--- config.mk ---
export PLATFORM = sky130hd
export DESIGN_NAME = ex_ret_addr_stack_flat
export DESIGN_NICKNAME = d
export VERILOG_FILES = /design/src/rtl/ex_ret_addr_stack_if.sv /design/src/rtl/ex_ret_addr_stack.sv /design/src/flat_wrapper.sv
export SDC_FILE = /design/constraint.sdc
export NUM_CORES = 1
export LEC_CHECK = 0
export CAP_MARGIN = 20
export CELL_PAD_IN_SITES_DETAIL_PLACEMENT = 1
export CELL_PAD_IN_SITES_GLOBAL_PLACEMENT = 1
export CORE_UTILIZATION = 25
export DETAILED_ROUTE_END_ITERATION = 10
export PLACE_DENSITY = 0.52
export SYNTH_ARGS = -nofsm -noshare
export SYNTH_HDL_FRONTEND = slang
export SYNTH_SLANG_ARGS = --single-unit
--- constraint.sdc ---
create_clock -name clk -period 12.35 [get_ports clk]
set_input_delay 1.235 -clock clk [delete_from_list [all_inputs] [get_ports clk]]
set_output_delay 1.235 -clock clk [all_outputs]
set_load 0.01 [all_outputs]
--- src/rtl/ex_ret_addr_stack_if.sv ---
// rtl/ex_ret_addr_stack_if.sv - pipeline-side bundle for the return-address stack
interface ex_ret_addr_stack_if #(
    parameter int DEPTH = 8,
    parameter int AW    = 32
);
    localparam int CW = $clog2(DEPTH) + 1;

    logic          stall_in;
    logic          flush_in;
    logic          call_in;
    logic          ret_in;
    logic [AW-1:0] PC_in;
    logic          clr_err_in;
    logic [AW-1:0] ret_addr_out;
    logic          ret_valid_out;
    logic          ret_err_out;
    logic          overflow_out;
    logic          underflow_out;
    logic [CW-1:0] count_out;

    modport master (
        output stall_in, flush_in, call_in, ret_in, PC_in, clr_err_in,
        input  ret_addr_out, ret_valid_out, ret_err_out, overflow_out, underflow_out, count_out
    );

    modport slave (
        input  stall_in, flush_in, call_in, ret_in, PC_in, clr_err_in,
        output ret_addr_out, ret_valid_out, ret_err_out, overflow_out, underflow_out, count_out
    );
endinterface

--- src/rtl/ex_ret_addr_stack.sv ---
// rtl/ex_ret_addr_stack.sv - execute-stage circular return-address stack
module ex_ret_addr_stack #(
    parameter int DEPTH      = 8,
    parameter int AW         = 32,
    parameter int RET_OFFSET = 1
) (
    input  logic                clk,
    input  logic                rst_n,
    ex_ret_addr_stack_if.slave  bus
);
    localparam int PW = $clog2(DEPTH);
    localparam int CW = PW + 1;

    logic [AW-1:0] mem [DEPTH];
    logic [PW-1:0] ptr;
    logic [CW-1:0] count;
    logic [AW-1:0] ret_addr_q;
    logic          ret_valid_q;
    logic          ret_err_q;
    logic          overflow_q;
    logic          underflow_q;

    logic          active;
    logic          do_call;
    logic          do_ret;
    logic          empty;
    logic          full;
    logic          set_ov;
    logic          set_uf;
    logic [PW-1:0] wr_idx;
    logic [AW-1:0] push_addr;

    assign active    = !bus.stall_in && !bus.flush_in;
    assign do_call   = active && bus.call_in;
    assign do_ret    = active && bus.ret_in;
    assign empty     = (count == '0);
    assign full      = (count == CW'(DEPTH));
    // A tail call on a full stack replaces the top, so nothing old is lost.
    assign set_ov    = do_call && full && !do_ret;
    assign set_uf    = do_ret && empty;
    assign wr_idx    = (do_ret && !empty) ? ptr : ptr + PW'(1);
    assign push_addr = bus.PC_in + AW'(RET_OFFSET);

    // Storage has no reset; validity is tracked solely by count.
    always_ff @(posedge clk) begin
        if (do_call) begin
            mem[wr_idx] <= push_addr;
        end
    end

    always_ff @(posedge clk or negedge rst_n) begin
        if (!rst_n) begin
            ptr         <= '0;
            count       <= '0;
            ret_addr_q  <= '0;
            ret_valid_q <= 1'b0;
            ret_err_q   <= 1'b0;
            overflow_q  <= 1'b0;
            underflow_q <= 1'b0;
        end else begin
            ret_valid_q <= 1'b0;
            ret_err_q   <= 1'b0;
            if (!bus.stall_in) begin
                overflow_q  <= set_ov | (overflow_q & ~bus.clr_err_in);
                underflow_q <= set_uf | (underflow_q & ~bus.clr_err_in);
                if (bus.flush_in) begin
                    ptr   <= '0;
                    count <= '0;
                end else begin
                    if (do_ret && !empty) begin
                        ret_addr_q  <= mem[ptr];
                        ret_valid_q <= 1'b1;
                    end
                    if (set_uf) begin
                        ret_err_q <= 1'b1;
                    end
                    case ({bus.call_in, bus.ret_in})
                        2'b10: begin
                            ptr <= ptr + PW'(1);
                            if (!full) begin
                                count <= count + CW'(1);
                            end
                        end
                        2'b01: begin
                            if (!empty) begin
                                ptr   <= ptr - PW'(1);
                                count <= count - CW'(1);
                            end
                        end
                        2'b11: begin
                            // Underflowing tail call still pushes its return address.
                            if (empty) begin
                                ptr   <= ptr + PW'(1);
                                count <= CW'(1);
                            end
                        end
                        default: ;
                    endcase
                end
            end
        end
    end

    assign bus.ret_addr_out  = ret_addr_q;
    assign bus.ret_valid_out = ret_valid_q;
    assign bus.ret_err_out   = ret_err_q;
    assign bus.overflow_out  = overflow_q;
    assign bus.underflow_out = underflow_q;
    assign bus.count_out     = count;
endmodule

--- src/flat_wrapper.sv ---
// flat-port wrapper written by rule: the top's interface ports become plain ports
module ex_ret_addr_stack_flat 
#(
    parameter int DEPTH      = 8,
    parameter int AW         = 32,
    parameter int RET_OFFSET = 1
)
  (clk, rst_n, bus_stall_in, bus_flush_in, bus_call_in, bus_ret_in, bus_PC_in, bus_clr_err_in, bus_ret_addr_out, bus_ret_valid_out, bus_ret_err_out, bus_overflow_out, bus_underflow_out, bus_count_out);
  ex_ret_addr_stack_if #(.DEPTH(DEPTH), .AW(AW)) bus_i ();
  input  logic clk;
  input  logic rst_n;
  input wire logic [$bits(bus_i.stall_in)-1:0] bus_stall_in;
  input wire logic [$bits(bus_i.flush_in)-1:0] bus_flush_in;
  input wire logic [$bits(bus_i.call_in)-1:0] bus_call_in;
  input wire logic [$bits(bus_i.ret_in)-1:0] bus_ret_in;
  input wire logic [$bits(bus_i.PC_in)-1:0] bus_PC_in;
  input wire logic [$bits(bus_i.clr_err_in)-1:0] bus_clr_err_in;
  output wire logic [$bits(bus_i.ret_addr_out)-1:0] bus_ret_addr_out;
  output wire logic [$bits(bus_i.ret_valid_out)-1:0] bus_ret_valid_out;
  output wire logic [$bits(bus_i.ret_err_out)-1:0] bus_ret_err_out;
  output wire logic [$bits(bus_i.overflow_out)-1:0] bus_overflow_out;
  output wire logic [$bits(bus_i.underflow_out)-1:0] bus_underflow_out;
  output wire logic [$bits(bus_i.count_out)-1:0] bus_count_out;
  assign bus_i.stall_in = bus_stall_in;
  assign bus_i.flush_in = bus_flush_in;
  assign bus_i.call_in = bus_call_in;
  assign bus_i.ret_in = bus_ret_in;
  assign bus_i.PC_in = bus_PC_in;
  assign bus_i.clr_err_in = bus_clr_err_in;
  assign bus_ret_addr_out = bus_i.ret_addr_out;
  assign bus_ret_valid_out = bus_i.ret_valid_out;
  assign bus_ret_err_out = bus_i.ret_err_out;
  assign bus_overflow_out = bus_i.overflow_out;
  assign bus_underflow_out = bus_i.underflow_out;
  assign bus_count_out = bus_i.count_out;
  ex_ret_addr_stack #(.DEPTH(DEPTH), .AW(AW), .RET_OFFSET(RET_OFFSET)) u_core (.clk(clk), .rst_n(rst_n), .bus(bus_i));
endmodule
-- Yosys cells after proc, flatten, opt, wreduce, memory -nomap -nowiden
Memory sizes are Yosys's and may differ from the RTL's. A register that Yosys moved wholly into a read port is not among the register bits.
Index checks and enable logic that the tools add are counted.
Widths: inputs -> output; s select.
- add/subtract/negate cells: 5
- equal/unequal tests: 7
- mux-type cells: 18
- bitwise logic cells: 7
- reduce and logical (&&, ||, !) cells: 17
- operators with widths (cell ; count):
    $add 32x1->32 const B ; 1
    $mux 4 ; 4
    $mux 3 ; 4
    $pmux 4 s3 ; 1
    $pmux 3 s3 ; 1
    $mux 1 ; 8
    $logic_and 1x1->1 ; 7
    $ne 3x3->1 const B ; 2
    $logic_not 1->1 ; 5
    $reduce_and 5->1 ; 1
    $add 4x1->4 const B ; 1
    $eq 2x2->1 const B ; 2
    $eq 4x4->1 const B ; 1
    $logic_not 4->1 ; 1
    $reduce_and 4->1 ; 1
    $reduce_bool 4->1 ; 1
    $sub 4x1->4 const B ; 1
    $add 3x1->3 const B ; 1
    $ne 3x2->1 const B ; 1
    $not 1->1 ; 3
    $reduce_and 3->1 ; 1
    $sub 3x1->3 const B ; 1
    $and 1x1->1 ; 2
    $eq 2x1->1 const B ; 1
    $or 1x1->1 ; 2
- bits in registers: 11
- memory bits (writable): 256
- bits of input ports: 39
- output and inout port bits: 40
- word-level logic and storage cells: 61
- memories: 1
- memory list (name ; words ; width ; rd ports ; clocked after Yosys merged registers in ; wr ports ; RTL line ; source):
    u_core.mem ; 8 ; 32 ; 1 ; 1 ; 1 ; ex_ret_addr_stack.sv:14 ; logic [AW-1:0] mem [DEPTH];

-- Longest topological paths before layout
Gate-level depths: netlist of the first run.
- depth in word-level cells: 7
- gate-level depth with buffers: 10
- gate-level depth less buffers: 6

-- Worst setup path before layout of the first run
Ideal clock, no wire load.
- kind: input-to-reg
- from: input port bus_flush_in
- to: memory u_core.mem[2][0] (enable)
- setup time: 468 ps
- arrival time: 4455 ps
- required time: 11882 ps
- slack: 7427 ps
- stages: 6
- buffers on the path: 2
- path through: buf_2 -> nor2_1 -> clkbuf_1 -> nand4_1 -> nand3_1 -> nor3b_1
- word-level cells in the longest chain between the ends: 5
- elaborated cells between the ends (all ways): 8
- those cells by class: 3 x mux; 5 x reduce/logical
- ends and longest elaborated chain (item ; RTL line ; source):
    start, declared ; flat_wrapper.sv:13 ; input wire logic [$bits(bus_i.flush_in)-1:0] bus_flush_in;
    $logic_not 1->1 * ; ex_ret_addr_stack.sv:33 ; assign active = !bus.stall_in && !bus.flush_in;
    $logic_and 1x1->1 * ; ex_ret_addr_stack.sv:33 ;
    $logic_and 1x1->1, on equally long branches ; ex_ret_addr_stack.sv:34, ex_ret_addr_stack.sv:35 ;
    $mux 1 or $logic_and 1x1->1 (tied branches) ; ex_ret_addr_stack.sv:46, ex_ret_addr_stack.sv:41 ;
    $mux 1 (implied by the code) or $mux 3 (tied branches) ; ex_ret_addr_stack.sv:47, ex_ret_addr_stack.sv:41 ;
    end, declared ; ex_ret_addr_stack.sv:14 ;
Every way passes the cells marked *; elsewhere a longest branch is shown, timed or not.

-- Worst setup path in the final report of the first run
- from: input port bus_flush_in
- to: memory u_core.mem[0][15] (enable)
Same word-level chain as after synthesis.

==> flow_metrics.py, run 1 <==
metrics = {
    "finish": {
        "drive_above_1_share": 0.185,
        "antenna-diode-count": 0,
        "finalNetCount": 808,
        "area_delta_synth_final_pct": 21.4,
    },
    "synthesis": {
        "ys_ff_latch": 299,
        "yosys_warnings": 0,
        "synth_edf_count": 256,
        "syn_area_per_cell_um2": 18.2,
        "syn-cell-area_um2": 12200,
        "syn_inst": 672,
        "ys_seq_area_frac": 0.717,
        "syn-num-nets": 716,
        "synth_cell_types": 54,
        "synth-main-ff-cell": "edfxtp_1",
        "synthArstFlopShare": 0.144,
    },
    "clock_network": {
        "cts-buffers-inserted": 35,
        "clk_latency_ns": 0.51,
        "root_buffer": "clkbuf_16",
        "clkSinkCount": 299,
        "ctsResizeCount": 0,
        "clk_path_buf_depth": 3,
        "post-cts-setup-buffer-count": 0,
        "htree_num_levels": 2,
        "cts_hold_buf": 0,
        "path_clk_slew_ns": 0.06,
        "cts_tree": "built",
    },
    "sta": {
        "slew_violations": 0,
        "rsz0062_at_grt": "no",
        "fin_setup_tns_ns": 0,
        "period_needed_ns": 3.89,
        "setup_viol": 0,
        "worstMarginPinSlew_ns": 1.01,
        "post-route-period-util": 0.315,
        "hold_slack_ns": 0.481,
        "maxSlewHeadroom": 0.325,
        "max_freq_ghz": 0.257,
        "final-hold-violation-count": 0,
        "skew_ns": 0.0129,
    },
    "route": {
        "final_antenna_net_count": 0,
        "dr.pass1.iters": 4,
        "wire_per_inst_um": 20.4,
        "route.detailed.drc": 0,
        "vias": 6254,
        "finalWirelength_um": 28700,
        "viasPerCell": 4.45,
        "drt_iter0_markers": 379,
    },
    "worst_setup_path": {
        "slowest_stage": "nor2_1",
        "cpLargestDelayFamily": "simple AND/OR/NAND/NOR gates",
        "rr_startpoint": "u_core.ptr[1]",
        "r2r-end": "u_core.mem[1][8]",
        "cp_max_fo": 24,
        "crit_buf_inv": 2,
        "r2r_cells": 6,
        "crit_type": "primary input to flip-flop",
        "endpoint_kind": "flip-flop",
        "crit_path_cell_trace": "clkdlybuf4s50_1 > nor2_1 > nand2_1 > or2_2 > nor2_4 > buf_4",
        "crit_path_start_kind": "primary input",
        "cp.required_ns": 12.50,
        "max_stage_delay_ns": 0.70,
        "arrival_ns": 4.04,
        "rrSetupSlack_ns": 8.97,
    },
    "power_and_ir_drop": {
        "ir_worst_vdd_v": 0.0000831,
        "leakage_nw": 4.92,
        "powerDensity_nw_per_um2": 204,
    },
    "placed_design": {
        "place_congestion": 0.725,
        "dp_hpwl_um": 17200,
        "portBuffers": 78,
    },
    "job": {
        "cap_viol_max_count": 0,
    },
    "global_route": {
        "grt_pass1_vias": 7057,
        "grt_max_degree": 49,
        "antenna_found_initial": 0,
        "grt_pass1_wl_um": 44100,
        "grt-ovfl-total": 0,
        "grtUsageTotal": 0.118,
    },
    "floorplanning": {
        "rows": 80,
        "initial_utilization": 0.255,
        "die_area_um2": 49800,
        "core_um2": 47900,
        "io_pins": 79,
        "die_y_um": 223,
        "die_x_um": 223,
    },
    "min_path": {
        "hold_depth": 2,
        "hp-start": "u_core.bus.ret_addr_out[0]",
        "hp-class": "flip-flop to flip-flop",
        "hold_path_end": "u_core.bus.ret_addr_out[0]",
    },
    "outcome": {
        "status": "finished, final reports clean",
    },
}
-- cells in the mapped netlist, types with 9 or more instances --
| library cell | n | share of area |
|---|---|---|
| nor2_1 | 13 | 0.0040 |
| nand3_1 | 19 | 0.0078 |
| nand4_1 | 9 | 0.0046 |
| edfxtp_1 | 256 | 0.63 |
| mux2i_1 | 33 | 0.027 |
| mux4_2 | 64 | 0.12 |
| buf_2 | 15 | 0.0061 |
| xor2_1 | 10 | 0.0072 |
| nand2_1 | 54 | 0.017 |
| o21ai_0 | 37 | 0.015 |
| dfrtp_1 | 43 | 0.088 |
| inv_1 | 11 | 0.0034 |
| clkbuf_1 | 14 | 0.0043 |
| xnor2_1 | 25 | 0.018 |
-- where the power goes --
part	internal, mW	total (mW)	leakage [nW]	switching, mW
registers	1.21	1.30	2.85	0.0941
logic	0.372	0.731	1.55	0.358
clock network	0.589	0.986	0.519	0.397
-- area by class of cell --
cell class	count	area, µm²
clock inverter	9	109
tap	615	769
multi-input combinational	326	3290
inverter	11	41.3
sequential	299	8770
fill	4917	33100
timing repair buffer	91	873
clock buffer	54	978
-- per-stage QoR --
| stage | cell area [µm²] | power, mW | instances | utilization | setup WS (ns) |
|---|---|---|---|---|---|
| 6_report | 14800 | 3.02 | 1405 | 0.309 | 8.46 |
| 5_1_grt | 14800 | 3.18 | 1405 | 0.309 | 8.24 |
| 4_1_cts | 14800 | 3.08 | 1405 | 0.309 | 8.42 |
| 3_5_place_dp | 13700 | 2.08 | 1342 | 0.287 | 7.93 |
| 3_3_place_gp | 13700 | 2.08 | 1342 | 0.287 | 7.97 |
| 2_1_floorplan | 12200 | 1.78 | 672 | - | 7.43 |
-- layout by cell type, fill, tap and decap left out, types with 17 or more instances in the layout --
cell             netlist  routed
clkdlybuf4s50_1        0      77
nand3_1               19      19
clkbuf_1              14      17
dfrtp_1               43      41
o21ai_0               37      37
mux2i_1               33      33
clkbuf_16              0      36
xnor2_1               25      25
nand2_1               54      53
mux4_2                64      64
edfxtp_1             256     256
-- worst max path at each step --
stage	from	endpoint	slack (ns)	cells past startpoint
after CTS	bus_flush_in	u_core.mem[0][12]	8.42	6
after floorplan	bus_flush_in	u_core.mem[2][0]	7.43	6
final	bus_flush_in	u_core.mem[0][15]	8.46	6
after global routing	bus_flush_in	u_core.mem[0][15]	8.24	6
after global placement	bus_flush_in	u_core.mem[0][10]	7.97	6
after detailed placement	bus_flush_in	u_core.mem[0][12]	7.93	6
-- layer usage --
metal | routed length, µm | vias up | track usage | part of all wire
li1 | - | 2857 | - | -
met1 | 13100 | 3239 | 0.158 | 0.46
met2 | 14000 | 119 | 0.198 | 0.49
met3 | 1030 | 39 | 0.0188 | 0.036
met4 | 536 | 0 | 0.0329 | 0.019
met5 | 0 | - | 0 | 0
-- flip-flops by register name, indices dropped and copies added (netlist names) --
register	flops
u_core.mem	256
u_core.bus.ret_addr_out	32
u_core.bus.count_out	4
u_core.ptr	3
u_core.bus.overflow_out	1
u_core.bus.ret_err_out	1
u_core.bus.ret_valid_out	1
u_core.bus.underflow_out	1
-- worst register-to-register path: stages (launching register included) --
cell,delay [ns]
dfrtp_2,0.97
inv_1,0.16
ha_1,0.44
a2111oi_0,0.38
a31oi_1,0.19
nor2_4,0.40
buf_4,0.48
-- kinds of logic after synthesis --
kind of cell,after synthesis,share of synthesized area
flip-flops,299,0.717
AO/OA/AOI/OAI,63,0.0347
buffers and inverters,47,0.0179
AND/OR/NAND/NOR,125,0.0536
XOR/XNOR,35,0.0251
adder cells (fa/ha/maj),5,0.00512
multiplexers,98,0.146
No activity file was read; power rests on OpenSTA's default activity.
==> run 2, diff against run 1 <==
==> constraint.sdc (replaced) <==
create_clock -name clk -period 3.85 [get_ports clk]
set_input_delay 0.385 -clock clk [delete_from_list [all_inputs] [get_ports clk]]
set_output_delay 0.385 -clock clk [all_outputs]
set_load 0.01 [all_outputs]
==> run 2 against run 1 <==
Clock skew is 0.0096 ns higher. Register-to-register slack worse by 8.0 ns. Flip-flop and latch count stayed put.
==> flow_metrics.py, run 2 (synthesis results as in run 1) <==
metrics = {
    "floorplanning": {
        "die_area_um2": 49800,
        "rows": 80,
        "die_x_um": 223,
        "io_pins": 79,
        "die_y_um": 223,
        "initial_utilization": 0.255,
        "core_um2": 47900,
    },
    "finish": {
        "largest_reg_flops": 256,
        "design_area_um2": 15000,
        "layout_commonest_cell": "edfxtp_1",
        "drive_above_1_share": 0.197,
        "finalNetCount": 814,
        "area_delta_synth_final_pct": 23.1,
        "most-common-layout-cells": "256 x edfxtp_1, 77 x clkdlybuf4s50_1, 64 x mux4_2",
        "largest-register": "u_core.mem",
    },
    "sta": {
        "rsz0062_at_grt": "no",
        "final-hold-violation-count": 0,
        "maxSlewHeadroom": 0.386,
        "max_freq_ghz": 0.352,
        "fin_setup_tns_ns": 0,
        "setup_viol": 0,
        "worstMarginPinSlew_ns": 0.915,
        "skew_ns": 0.0226,
        "slew_violations": 0,
        "period_needed_ns": 2.84,
        "post-route-period-util": 0.737,
    },
    "job": {
        "cap_viol_max_count": 0,
    },
    "global_route": {
        "grt_pass1_wl_um": 43400,
        "grt_pass1_vias": 6957,
        "grtUsageTotal": 0.116,
        "grt-ovfl-total": 0,
        "antenna_found_initial": 0,
        "grt_max_degree": 66,
    },
    "clock_network": {
        "cts_tree": "built",
        "root_buffer": "clkbuf_16",
        "htree_num_levels": 2,
        "path_clk_slew_ns": 0.06,
        "clkSinkCount": 299,
        "cts-buffers-inserted": 35,
        "clk_path_buf_depth": 3,
        "post-cts-setup-buffer-count": 0,
        "clk_latency_ns": 0.52,
    },
    "route": {
        "drt_iter0_markers": 337,
        "dr.pass1.iters": 4,
        "final_antenna_net_count": 0,
        "wire_per_inst_um": 20.1,
        "viasPerCell": 4.48,
        "finalWirelength_um": 28300,
        "route.detailed.drc": 0,
        "vias": 6329,
    },
    "worst_setup_path": {
        "crit_type": "flip-flop to flip-flop",
        "endpoint_kind": "flip-flop",
        "cp.required_ns": 4.04,
        "crit_path_start_kind": "flip-flop",
        "arrival_ns": 3.03,
        "cp_max_fo": 32,
    },
    "min_path": {
        "hp-class": "primary input to asynchronous set/reset pin",
    },
    "placed_design": {
        "place_congestion": 0.696,
        "dp_hpwl_um": 16700,
        "portBuffers": 78,
        "dpl_cell_area_um2": 13900,
    },
    "outcome": {
        "status": "finished, final reports clean",
    },
    "power_and_ir_drop": {
        "ir_worst_vdd_v": 0.000257,
        "leakage_nw": 5.01,
        "powerDensity_nw_per_um2": 648,
    },
}
## run 2: cell types whose count changed in the layout (fill, tap and decap cells not counted), sizes merged
| cell | before | now |
|---|---|---|
| dlygate4sd3 | 0 | 1 |
| inv | 12 | 11 |
| buf | 14 | 19 |
| clkbuf | 54 | 51 |
| clkinv | 5 | 9 |
| diode | 0 | 1 |
## run 2: layer usage
metal	part of all wire	GRT usage	up-vias
li1	-	-	2871
met5	0	0	-
met4	0.017	0.0305	0
met1	0.46	0.156	3332
met2	0.49	0.193	91
met3	0.034	0.0223	35
## run 2: final cells by class
cell class,instances,area (µm²)
multi-input cells,326,3300
flip-flops and latches,299,8770
clock buffers,51,996
repair buffers,97,1030
clock inverters,12,130
diodes,1,2.50
well taps,615,769
inverters,11,41.3
fillers,4863,32900
## run 2: stage by stage
step	hold slack (ns)	utilization	power (mW)	setup slack, ns	cells
4_1_cts	0.426	0.314	9.97	0.985	1411
3_3_place_gp	0.426	0.290	6.69	0.789	1347
5_1_grt	0.452	0.314	10.3	0.857	1411
3_5_place_dp	0.438	0.290	6.71	0.707	1347
2_1_floorplan	0.0894	-	5.70	0.236	672
6_report	0.416	0.314	9.75	1.01	1412
## run 2: power breakdown
group	leakage [nW]	internal [mW]	total [mW]	switching, mW
sequential	2.85	3.88	4.07	0.193
combinational	1.61	1.23	2.49	1.26
clock	0.546	1.93	3.19	1.26
total	5.01	7.04	9.75	2.71
## run 2: repair_timing
item	in CTS	in global routing
resized for setup	0	0
endpoints found under the hold margin	18	0
hold buffers	1	0
## run 2: final timing paths
| check | slack [ns] | cells past startpoint | endpoint | startpoint |
|---|---|---|---|---|
| min in group clk | 0.48 | 1 | u_core.bus.underflow_out | u_core.bus.underflow_out |
| hold reg to reg | 0.48 | 1 | u_core.bus.underflow_out | u_core.bus.underflow_out |
| setup reg to reg | 1.01 | 5 | u_core.mem[3][18] | u_core.bus.count_out[1] |
| hold / removal | 0.42 | 2 | u_core.ptr[2] | rst_n |
| setup / recovery | 1.01 | 5 | u_core.mem[3][18] | u_core.bus.count_out[1] |
| max in group asynchronous | 2.63 | 3 | u_core.bus.ret_addr_out[17] | rst_n |
## run 2: worst max-delay path: stages, from the launching register on
cell and delay (ns):
dfrtp_1 0.53, o41a_1 0.65, xnor2_1 0.39, nand3_1 0.41
nor2b_4 0.25, buf_12 0.27
==> run 3, diff against run 2 <==
==> constraint.sdc (replaced) <==
create_clock -name clk -period 2.8 [get_ports clk]
set_input_delay 0.28 -clock clk [delete_from_list [all_inputs] [get_ports clk]]
set_output_delay 0.28 -clock clk [all_outputs]
set_load 0.01 [all_outputs]
==> run 3 against run 2 <==
Worst setup slack got worse by 0.69 ns. Via count rose by 1.2%. Clock-buffer cell count fell by 2. Critical path depth rose by 1. Fmax rose by 14%. Hold slack improved by 0.015 ns. Flip-flop and latch count did not move. Global-route usage rose by 0.23 points.
==> flow_metrics.py, run 3 (synthesis results as in run 1) <==
metrics = {
    "placed_design": {
        "placed_cells": 1367,
        "dp_slack_ns": 0.105,
        "place_congestion": 0.701,
        "dp_hpwl_um": 17400,
        "portBuffers": 78,
    },
    "worst_setup_path": {
        "endpoint_kind": "flip-flop",
        "arrival_ns": 2.65,
        "critical_path.startpoint": "u_core.bus.count_out[1]",
        "rr_startpoint": "u_core.bus.count_out[1]",
        "crit_path_start_kind": "flip-flop",
        "cp.required_ns": 2.97,
        "crit_path_cell_trace": "o41a_1 > xnor2_1 > nand3_1 > buf_4 > nor2b_4 > buf_12",
        "slowest_stage": "o41a_1",
        "crit_type": "flip-flop to flip-flop",
        "cp_max_fo": 32,
        "max_stage_delay_ns": 0.60,
    },
    "clock_network": {
        "cts_tree": "built",
        "root_buffer": "clkbuf_16",
        "ctsResizeCount": 0,
        "path_clk_slew_ns": 0.06,
        "cts-buffers-inserted": 35,
        "htree_num_levels": 2,
        "clk_path_buf_depth": 3,
        "clkSinkCount": 299,
        "clk_latency_ns": 0.51,
    },
    "global_route": {
        "antenna_found_initial": 0,
        "grt_max_degree": 49,
        "grtUsageTotal": 0.119,
        "grt-ovfl-total": 0,
        "grt_pass1_wl_um": 44200,
        "grt_pass1_vias": 6987,
    },
    "floorplanning": {
        "rows": 80,
        "die_x_um": 223,
        "die_area_um2": 49800,
        "io_pins": 79,
        "die_y_um": 223,
        "initial_utilization": 0.255,
        "core_um2": 47900,
    },
    "sta": {
        "post-route-period-util": 0.886,
        "setup_viol": 0,
        "worstMarginPinSlew_ns": 0.913,
        "fin_setup_tns_ns": 0,
        "maxSlewHeadroom": 0.391,
        "period_needed_ns": 2.48,
        "finalWorstSetupSlack_ns": 0.319,
        "max_freq_ghz": 0.403,
        "slew_violations": 0,
        "skew_ns": 0.0139,
        "final-hold-violation-count": 0,
        "rsz0062_at_grt": "no",
    },
    "min_path": {
        "hp-class": "primary input to flip-flop",
        "hp-start": "bus_clr_err_in",
    },
    "route": {
        "vias": 6403,
        "viasPerCell": 4.47,
        "route.detailed.drc": 0,
        "drt_iter0_markers": 380,
        "finalWirelength_um": 28800,
        "final_antenna_net_count": 0,
        "dr.pass1.iters": 4,
        "wire_per_inst_um": 20.1,
    },
    "power_and_ir_drop": {
        "leakage_nw": 5.11,
        "ir_worst_vdd_v": 0.000323,
        "powerDensity_nw_per_um2": 886,
        "power_mw": 13.5,
    },
    "finish": {
        "area_delta_synth_final_pct": 24.3,
        "largest_reg_flops": 256,
        "drive_above_1_share": 0.218,
        "finalNetCount": 834,
        "most-common-layout-cells": "256 x edfxtp_1, 77 x clkdlybuf4s50_1, 64 x mux4_2",
        "layout_commonest_cell": "edfxtp_1",
        "final_cell_count_no_fill": 1431,
        "fillCellCount": 4868,
        "largest-register": "u_core.mem",
        "antenna-diode-count": 0,
    },
    "outcome": {
        "status": "finished, final reports clean",
    },
    "job": {
        "cap_viol_max_count": 0,
    },
}
## run 3: changes by cell type in the layout (fill, tap and decap cells not counted), sizes merged
| cell | before | now |
|---|---|---|
| diode | 1 | 0 |
| buf | 19 | 39 |
| clkbuf | 51 | 49 |
| clkinv | 9 | 12 |
| bufinv | 2 | 1 |
## run 3: path summary, 6_finish.rpt
path                                                    end  slack, ns  cells past startpoint
worst max-delay path                      u_core.mem[3][15]       0.32                      6
worst max register to register            u_core.mem[3][15]       0.32                      6
worst min register to register  u_core.bus.ret_addr_out[22]       0.48                      2
worst min-delay path               u_core.bus.underflow_out       0.43                      3
max in group asynchronous       u_core.bus.ret_addr_out[31]       1.59                      3
min in group asynchronous        u_core.bus.ret_addr_out[3]       0.46                      2
## run 3: metrics by stage
| step | instance area [µm²] | hold WS (ns) | util |
|---|---|---|---|
| 3_5_place_dp | 14100 | 0.471 | 0.293 |
| 3_3_place_gp | 14100 | 0.466 | 0.293 |
| 5_1_grt | 15200 | 0.448 | 0.317 |
| 2_1_floorplan | 12300 | -0.0156 | - |
| 6_report | 15200 | 0.430 | 0.317 |
| 4_1_cts | 15200 | 0.415 | 0.317 |
## run 3: power breakdown
group / leakage (nW) / switching (mW) / internal (mW)
combinational: 1.71 / 1.85 / 1.75
clock: 0.547 / 1.71 / 2.63
sequential: 2.85 / 0.192 / 5.33
## run 3: repair_timing
action | CTS | global route
buffers inserted | 0 | 0
hold buffers | 1 | 0
hold endpoints to repair | 31 | 0
## run 3: final cells by class
| class | count | area [µm²] | share of cell area |
|---|---|---|---|
| timing repair buffer | 117 | 1200 | 0.0788 |
| inverter | 11 | 41.3 | 0.00272 |
| sequential | 299 | 8770 | 0.577 |
| multi-input combinational | 326 | 3300 | 0.217 |
| clock buffer | 49 | 1020 | 0.0672 |
| clock inverter | 14 | 90.1 | 0.00593 |
| tap | 615 | 769 | 0.0507 |
## run 3: critical path, delay by kind of cell (launching register included)
family                    cells  cell delay (ns)
buffers and inverters         2             0.46
DFF                           1             0.38
and+or+nand+nor               2             0.26
AOI/OAI and AO/OA             1             0.60
xor gates and xnor gates      1             0.42
## run 3: metal layers
layer	track usage	part of all wire	vias up
li1	-	-	2900
met1	0.160	0.45	3340
met2	0.197	0.49	127
met3	0.0217	0.043	36
met4	0.0307	0.015	0
met5	0	0	-
